### src/rtl/encoder_pkg.sv
// Shared types and helpers for the request encoder queue.
package encoder_pkg;

    localparam int unsigned N = 4;
    localparam int unsigned W = $clog2(N);

    localparam logic ST_IDLE  = 1'b0;
    localparam logic ST_OFFER = 1'b1;

    function automatic logic [N-1:0] onehot(input logic [W-1:0] idx);
        return N'(1) << idx;
    endfunction

endpackage

### src/rtl/pri_encoder_comb.sv
// Combinational highest-set-bit encoder: index of the top set bit plus an any-set flag.
module pri_encoder_comb #(
    parameter int unsigned N = 4,
    parameter int unsigned W = 2
) (
    input  logic [N-1:0] vec_i,
    output logic [W-1:0] idx_o,
    output logic         any_o
);

    // Ascending scan so the highest set bit is the last one written.
    always_comb begin
        idx_o = '0;
        for (int unsigned i = 0; i < N; i++) begin
            if (vec_i[i]) idx_o = W'(i);
        end
    end

    assign any_o = |vec_i;

endmodule

### src/rtl/encoder_queue4to2.sv
// Sticky request queue: pends multi-hot request lines and serialises them as
// binary indices, highest first, over a valid/ready handshake.
module encoder_queue4to2
    import encoder_pkg::*;
(
    input  logic         clk,
    input  logic         rst,
    input  logic         E,
    input  logic [N-1:0] A,
    input  logic         R,
    output logic [W-1:0] Y,
    output logic         V,
    output logic         O
);

    logic         state_q;
    logic [N-1:0] p_q;
    logic [W-1:0] y_q;
    logic         v_q;
    logic         o_q;

    logic         hs_c;
    logic [N-1:0] clr_c;
    logic [N-1:0] p_hold_c;
    logic [N-1:0] req_c;
    logic [N-1:0] rem_c;
    logic [N-1:0] p_d;
    logic         o_d;
    logic [W-1:0] p_idx_c;
    logic         p_any_c;
    logic [W-1:0] rem_idx_c;
    logic         rem_any_c;

    // Set wins over clear, so a line re-requested while being accepted stays pending.
    assign hs_c     = v_q & R;
    assign clr_c    = hs_c ? onehot(y_q) : '0;
    assign p_hold_c = p_q & ~clr_c;
    assign req_c    = E ? A : '0;
    assign p_d      = p_hold_c | req_c;
    assign o_d      = |(req_c & p_hold_c);
    assign rem_c    = p_q & ~onehot(y_q);

    pri_encoder_comb #(.N(N), .W(W)) u_pri_pend (
        .vec_i (p_q),
        .idx_o (p_idx_c),
        .any_o (p_any_c)
    );

    pri_encoder_comb #(.N(N), .W(W)) u_pri_rem (
        .vec_i (rem_c),
        .idx_o (rem_idx_c),
        .any_o (rem_any_c)
    );

    // Offered index is held stable until accepted; no preemption by newer requests.
    always_ff @(posedge clk or posedge rst) begin
        if (rst) begin
            state_q <= ST_IDLE;
            p_q     <= '0;
            y_q     <= '0;
            v_q     <= 1'b0;
            o_q     <= 1'b0;
        end else begin
            p_q <= p_d;
            o_q <= o_d;
            case (state_q)
                ST_IDLE: begin
                    if (p_any_c) begin
                        y_q     <= p_idx_c;
                        v_q     <= 1'b1;
                        state_q <= ST_OFFER;
                    end else begin
                        v_q <= 1'b0;
                    end
                end
                default: begin
                    if (R) begin
                        if (rem_any_c) begin
                            y_q <= rem_idx_c;
                        end else begin
                            v_q     <= 1'b0;
                            state_q <= ST_IDLE;
                        end
                    end
                end
            endcase
        end
    end

    assign Y = y_q;
    assign V = v_q;
    assign O = o_q;

endmodule
### config.mk
export PLATFORM = sky130hd
export DESIGN_NAME = encoder_queue4to2
export DESIGN_NICKNAME = d
export VERILOG_FILES = /design/src/rtl/encoder_pkg.sv /design/src/rtl/pri_encoder_comb.sv /design/src/rtl/encoder_queue4to2.sv
export SDC_FILE = /design/constraint.sdc
export NUM_CORES = 1
export LEC_CHECK = 0
export CAP_MARGIN = 5
export CORE_AREA = 3 3 40 42
export CTS_CLUSTER_SIZE = 24
export DETAILED_ROUTE_END_ITERATION = 16
export DIE_AREA = 0 0 43 45
export GPL_TIMING_DRIVEN = 0
export PLACE_DENSITY = 0.66
export SETUP_SLACK_MARGIN = 0.5
export SYNTH_ARGS = -nofsm -noshare
export SYNTH_HDL_FRONTEND = slang
export SYNTH_HIERARCHICAL = 1
export SYNTH_SLANG_ARGS = --single-unit
### constraint.sdc
create_clock -name clk -period 2.1 [get_ports clk]
set_clock_uncertainty 0.2 [all_clocks]
set_input_delay 0.42 -clock clk [delete_from_list [all_inputs] [get_ports clk]]
set_output_delay 0.42 -clock clk [all_outputs]
set_load 0.02 [all_outputs]
==> results_dict.tcl, run 1 <==
set metrics [dict create \
    grtUsageTotal_pct 12.9 \
    grt_pass1_wl_microns 1860 \
    worst_slew_pin_slew_ns 0.353 \
    fin_area_sq_um 702 \
    multiInputGateArea_sq_um 273 \
    fin_crit_ns 2.07 \
    ys_ff_latch 9 \
    grt_start_max_net_pins 10 \
    fmax_mhz 484 \
    clockBufferDepth 2 \
    tritoncts "yes" \
    ys_top_cells_by_count "dfrtp_1, inv_1, nand2_1" \
    routed_wl_microns 1100 \
    synth_ff_type "dfrtp_1" \
    dr_total_vias 439 \
    synth_most_common_cell "dfrtp_1" \
    firstDrtPassIters 4 \
    start_util_pct 39.5 \
    ios 12 \
    cts-root-buf "clkbuf_4" \
    ff2ff_path_depth 6 \
    drtIter0Drc 6 \
    max_slew_margin_pct 76.4 \
    die_w_microns 43 \
    finalHoldViolCount 0 \
    grt_pass1_vias 422 \
    cap_violations 0 \
    clock_sinks 9 \
    synth_top_cell_area_share_pct 44.3 \
    synth_area_sq_um 508 \
    cts_hold_buf 0 \
    setup_viol 0 \
    ir_worst_vdd_mv 0.777 \
    synth_nets 57 \
    dieArea_sq_mm 0.00194 \
    yosys_warnings 6 \
    synthTopCellsByArea "dfrtp_1, a22o_1, o21a_1" \
    placed_area_sq_um 646 \
    worstPathMaxFanout 3 \
    powerDensity_mw_per_mm2 1290 \
    fp-row-count 13 \
    avgSynthCellArea_sq_um 10.4 \
    cp-startpoint "Y[0]" \
    numCtsBuffers 3 \
    area_growth_syn_to_layout_pct 38.2 \
    hold_path_class "in2async" \
    grt_setup_unrepaired "true" \
    diodes 0 \
    reg2reg_to "Y[0]" \
    die_height_microns 45 \
    route.detailed.drc 0 \
    r2r-start "Y[0]" \
    status "complete, no violations" \
    layout-drive-gt1-share_pct 25.4 \
    core_sq_mm 0.00128 \
    r2r_slack_ns 0.03 \
    antenna_found_initial 0 \
    arrival_ns 2.01 \
    leakagePower_nw 0.314 \
    critPathLaunchType "flip-flop" \
    postLayoutCoreUtil_pct 54.6 \
    dp_hpwl_microns 857 \
    nets 76 \
    critPathRequiredTime_ns 2.04 \
    fillers 115 \
    endpoint_kind "flip-flop" \
    period_share_pct 98.5 \
    yosysTopAreaCell "dfrtp_1" \
    vias_per_cell 5.35 \
    grt_remaining_overflow 0 \
    port_buffers 11 \
    final_antenna_net_count 0 \
    ys_async_sr_fraction_pct 100 \
    drv_slew 0 \
    ys_types 22 \
    h-tree-depth 1 \
    place.gp.congestion 0.726 \
    wl_per_cell_microns 13.5 \
    insertion_delay_ns 0.25 \
    critPathKind "reg2reg" \
    ys_seq_area_share_pct 44.3 \
    path_clk_slew_ns 0.06 \
    syn_inst 49 \
    ff_latch_area_sq_um 229 \
    synth_edf_count 0 \
]
## how the worst max path moves through the flow
stage | end | slack (ns)
2_1_floorplan | Y[0] | -0.01
3_3_place_gp | Y[0] | -0.03
3_5_place_dp | Y[0] | -0.06
4_1_cts | Y[0] | 0.03
5_1_grt | Y[0] | -0.03
6_report | Y[0] | 0.03
## routing by layer
layer | vias up | routed length (microns) | track usage (%)
met2 | 12 | 522 | 19.8
met3 | 2 | 42 | 2.39
met4 | 0 | 16 | 7.23
li1 | 219 | - | -
met5 | - | 0 | 0
met1 | 206 | 521 | 17.3
## state kept, by name (all words and copies together), names as in the netlist
signal,flops
state_q,1
p_q,4
Y,2
O,1
V,1
## cell usage in the layout, fill, tap and decap left out, types with 2 or more instances in the layout
cell	instances
a21boi_0	2
or2_1	2
dlygate4sd2_1	3
buf_4	3
dfrtp_1	6
clkdlybuf4s50_1	6
o21a_1	3
inv_1	5
nand3_1	3
dfrtp_2	3
a22o_1	3
nand2_1	4
mux2i_1	2
clkbuf_4	3
nand4b_1	2
a21o_1	2
## critical path: stages, from the launching register on
cell and delay, ns:
dfrtp_2 0.40, buf_6 0.12, o21a_1 0.16, or2_1 0.23, or3_4 0.36, a31oi_4 0.18
mux2_4 0.31
## metrics by stage
step / cells / hold slack, ns / power [mW] / worst slack (ns) / TNS, ns
2_1_floorplan: 49 / 0.0478 / 0.604 / -0.0134 / -0.0134
5_1_grt: 82 / 0.245 / 0.981 / -0.0300 / -0.0300
6_report: 82 / 0.228 / 0.905 / 0.0319 / 0
3_5_place_dp: 75 / 0.353 / 0.750 / -0.0569 / -0.0569
4_1_cts: 81 / 0.236 / 0.900 / 0.0294 / 0
3_3_place_gp: 75 / 0.354 / 0.739 / -0.0259 / -0.0259
## logic make-up after synthesis
group,after synthesis,share of synthesized area [%]
muxes,4,9.11
AOI/OAI and AO/OA,15,24.6
and+or+nand+nor,15,17.2
buffers and inverters,6,4.68
DFF,9,44.3
## layout make-up
class                      count  share of cell area, %
multi-input combinational     34                   38.9
sequential                     9                   32.6
timing repair buffer          14                   17.8
clock buffer                   4                   3.74
inverter                       5                   2.67
tap                           15                   2.67
buffer                         1                   1.60
## repair_timing
item / 4_1_cts / 5_1_grt
pin swaps: 0 / 1
endpoints found under the hold margin: 0 / 0
setup endpoints to repair: 9 / 7
resized for setup: 10 / 2
setup buffers: 2 / 1
## power by group
part	total (mW)	internal [mW]	switching, mW
Sequential	0.310	0.244	0.0664
Clock	0.128	0.0729	0.0550
Combinational	0.468	0.250	0.218
Total	0.905	0.566	0.339
No activity file was read; power rests on OpenSTA's default activity.
==> run 2: changes to the inputs <==
--- a/config.mk
+++ b/config.mk
@@ -11,6 +11,7 @@
 export DETAILED_ROUTE_END_ITERATION = 16
 export DIE_AREA = 0 0 43 45
 export GPL_TIMING_DRIVEN = 0
+export HOLD_SLACK_MARGIN = 0.08
 export PLACE_DENSITY = 0.66
 export SETUP_SLACK_MARGIN = 0.5
 export SYNTH_ARGS = -nofsm -noshare
==> results of run 2 <==
The final DEF is identical to that of run 1; final timing and power are the same.
==> run 3: changes to the inputs <==
--- a/config.mk
+++ b/config.mk
@@ -5,14 +5,16 @@
 export SDC_FILE = /design/constraint.sdc
 export NUM_CORES = 1
 export LEC_CHECK = 0
+export ABC_AREA = 1
 export CAP_MARGIN = 5
-export CORE_AREA = 3 3 40 42
+export CORE_MARGIN = 3
+export CORE_UTILIZATION = 40
+export CTS_CLUSTER_DIAMETER = 40
 export CTS_CLUSTER_SIZE = 24
 export DETAILED_ROUTE_END_ITERATION = 16
-export DIE_AREA = 0 0 43 45
 export GPL_TIMING_DRIVEN = 0
 export HOLD_SLACK_MARGIN = 0.08
-export PLACE_DENSITY = 0.66
+export PLACE_DENSITY = 0.68
 export SETUP_SLACK_MARGIN = 0.5
 export SYNTH_ARGS = -nofsm -noshare
 export SYNTH_HDL_FRONTEND = slang
==> results_dict.tcl, run 3 <==
set metrics [dict create \
    dp_hpwl_microns 898 \
    final_antenna_net_count 0 \
    cts_hold_buf 0 \
    cap_violations 0 \
    synth_ff_type "dfrtp_1" \
    ys_async_sr_fraction_pct 100 \
    ys_seq_area_share_pct 41.5 \
    synthTopCellsByArea "dfrtp_1, nand2_1, inv_1" \
    yosys_warnings 6 \
    grt_pass1_vias 497 \
    p_int_uw 527 \
    drv_slew 0 \
    tritoncts "yes" \
    ys_types 9 \
    endpoint_kind "flip-flop" \
    grtUsageTotal_pct 14.6 \
    critPathKind "reg2reg" \
    clockBufferDepth 2 \
    diodes 0 \
    dr_total_vias 532 \
    regMostFlops "p_q" \
    hold_path_class "in2async" \
    h-tree-depth 1 \
    worst_slew_pin_slew_ns 0.360 \
    fp-row-count 12 \
    ff2ff_path_depth 9 \
    ios 12 \
    worstPathCellList "inv_2, nor2_2, nor2_1, nor2_1, nand2_1, nand3_1, nand2_2, o211ai_1, o21ai_0" \
    cpPeakStageDelay_ns 0.43 \
    start_util_pct 45.8 \
    layout-drive-gt1-share_pct 21.4 \
    nets 112 \
    synth_edf_count 0 \
    crit_buf_inv 1 \
    setup_viol 0 \
    drtIter0Drc 6 \
    period_share_pct 72.3 \
    synth_nets 94 \
    combPwrFrac_pct 50.3 \
    ir_worst_vdd_mv 0.694 \
    ys_ff_latch 9 \
    worstPathMaxFanout 5 \
    r2r_slack_ns 0.58 \
    die_height_microns 42.8 \
    port_buffers 11 \
    clkPwrFrac_pct 13.7 \
    final_common_cell "nand2_1" \
    synth_area_sq_um 543 \
    postLayoutCoreUtil_pct 60.7 \
    synth_most_common_cell "nand2_1" \
    dieArea_sq_mm 0.00184 \
    cpMaxStageDelayCell "dfrtp_2" \
    ys_top_cells_by_count "nand2_1, inv_1, dfrtp_1" \
    wl_per_cell_microns 10.1 \
    grt_setup_unrepaired "true" \
    finalHoldViolCount 0 \
    mostFrequentLayoutCells "nand2_1, inv_1, dfrtp_1, clkdlybuf4s50_1" \
    synth_top_cell_area_share_pct 41.5 \
    routed_wl_microns 1180 \
    critPathLaunchType "flip-flop" \
    yosysTopAreaCell "dfrtp_1" \
    max_slew_margin_pct 76.0 \
    largest_register_ffs 4 \
    insertion_delay_ns 0.26 \
    p_sw_uw 459 \
    reg2reg_to "Y[0]" \
    crit_family "simple AND/OR/NAND/NOR gates" \
    core_sq_mm 0.00119 \
    place.gp.congestion 0.765 \
    fillers 119 \
    setup_tns_ns 0 \
    leakagePower_nw 0.421 \
    route.detailed.drc 0 \
    seq_power_share_pct 35.9 \
    swShare_pct 46.5 \
    syn_inst 86 \
    fin_crit_ns 1.52 \
    path_clk_slew_ns 0.06 \
    vias_per_cell 4.55 \
    cts-root-buf "clkbuf_4" \
    fmax_mhz 659 \
    antenna_found_initial 0 \
    r2r-start "Y[0]" \
    cp_common_cell "nor2_1" \
    clock_sinks 9 \
    firstDrtPassIters 4 \
    status "complete, no violations" \
    critPathRequiredTime_ns 2.04 \
    die_w_microns 42.8 \
    arrival_ns 1.46 \
    grt_pass1_wl_microns 1950 \
    avgSynthCellArea_sq_um 6.31 \
    area_growth_syn_to_layout_pct 32.5 \
    powerDensity_mw_per_mm2 1370 \
    grt_start_max_net_pins 10 \
    grt_remaining_overflow 0 \
    numCtsBuffers 3 \
]
==> run 3: cell types whose count changed after synthesis, moves of 3 or more <==
cell / previous run / this run
nand2_1: 4 / 31
inv_1: 5 / 23
nor2_1: 0 / 8
o21ai_0: 0 / 4
a22o_1: 3 / 0
o21a_1: 3 / 0
==> run 3: final cells by class <==
type	instances	area [sq um]	area share [%]
sequential	9	228	31.7
timing repair buffer	13	110	15.3
clock buffer	4	26.3	3.65
multi-input combinational	54	251	35.0
inverter	23	86.3	12.0
tap	14	17.5	2.43
==> run 3: per-layer routing <==
| layer | vias up | part of all wire, % | routed length [microns] | global-route usage (%) |
|---|---|---|---|---|
| met5 | - | 0 | 0 | 0 |
| met4 | 0 | 0.76 | 9 | 3.73 |
| met3 | 2 | 6.3 | 74 | 7.63 |
| met2 | 12 | 52 | 612 | 24.9 |
| met1 | 232 | 41 | 486 | 15.6 |
| li1 | 286 | - | - | - |
==> run 3: metrics by stage <==
step / power [mW] / std cells / hold slack [ns] / instance area (sq um) / worst slack [ns]
floorplan: 0.638 / 86 / 0.0479 / 543 / 0.579
global placement: 0.783 / 111 / 0.306 / 671 / 0.394
detailed placement: 0.793 / 111 / 0.339 / 671 / 0.358
CTS: 0.916 / 115 / 0.238 / 696 / 0.462
global route: 1.08 / 117 / 0.263 / 719 / 0.467
finish: 0.986 / 117 / 0.221 / 719 / 0.582
==> run 3: what timing repair did <==
action                                  4_1_cts  5_1_grt
setup buffers                                 0        2
endpoints found under the setup margin        4        8
pin swaps                                     0        4
resized for setup                             7       18
==> run 3: power by group through the flow <==
stage          Combinational [mW]  Clock [mW]  Sequential [mW]
2_1_floorplan               0.272           0            0.365
3_3_place_gp                0.450           0            0.333
4_1_cts                     0.442       0.140            0.334
6_report                    0.496       0.135            0.354
3_5_place_dp                0.456           0            0.337
5_1_grt                     0.565       0.149            0.369
==> run 3: logic make-up (layout without fill, tap and decap cells) <==
| kind of cell | count (synthesis) | count (layout) | synth area share (%) |
|---|---|---|---|
| buffers and inverters | 23 | 40 | 15.9 |
| AOI/OAI and AO/OA | 6 | 6 | 6.45 |
| DFF | 9 | 9 | 41.5 |
| and+or+nand+nor | 48 | 48 | 36.2 |
==> run 3: worst max path at each step <==
stage / from / to / slack [ns] / cells after the start
after global routing: Y[1] / Y[0] / 0.47 / 9
final: Y[0] / Y[0] / 0.58 / 9
after global placement: R / O / 0.39 / 8
after floorplan: Y[1] / Y[1] / 0.58 / 9
after detailed placement: R / O / 0.36 / 8
after CTS: Y[0] / Y[0] / 0.46 / 1
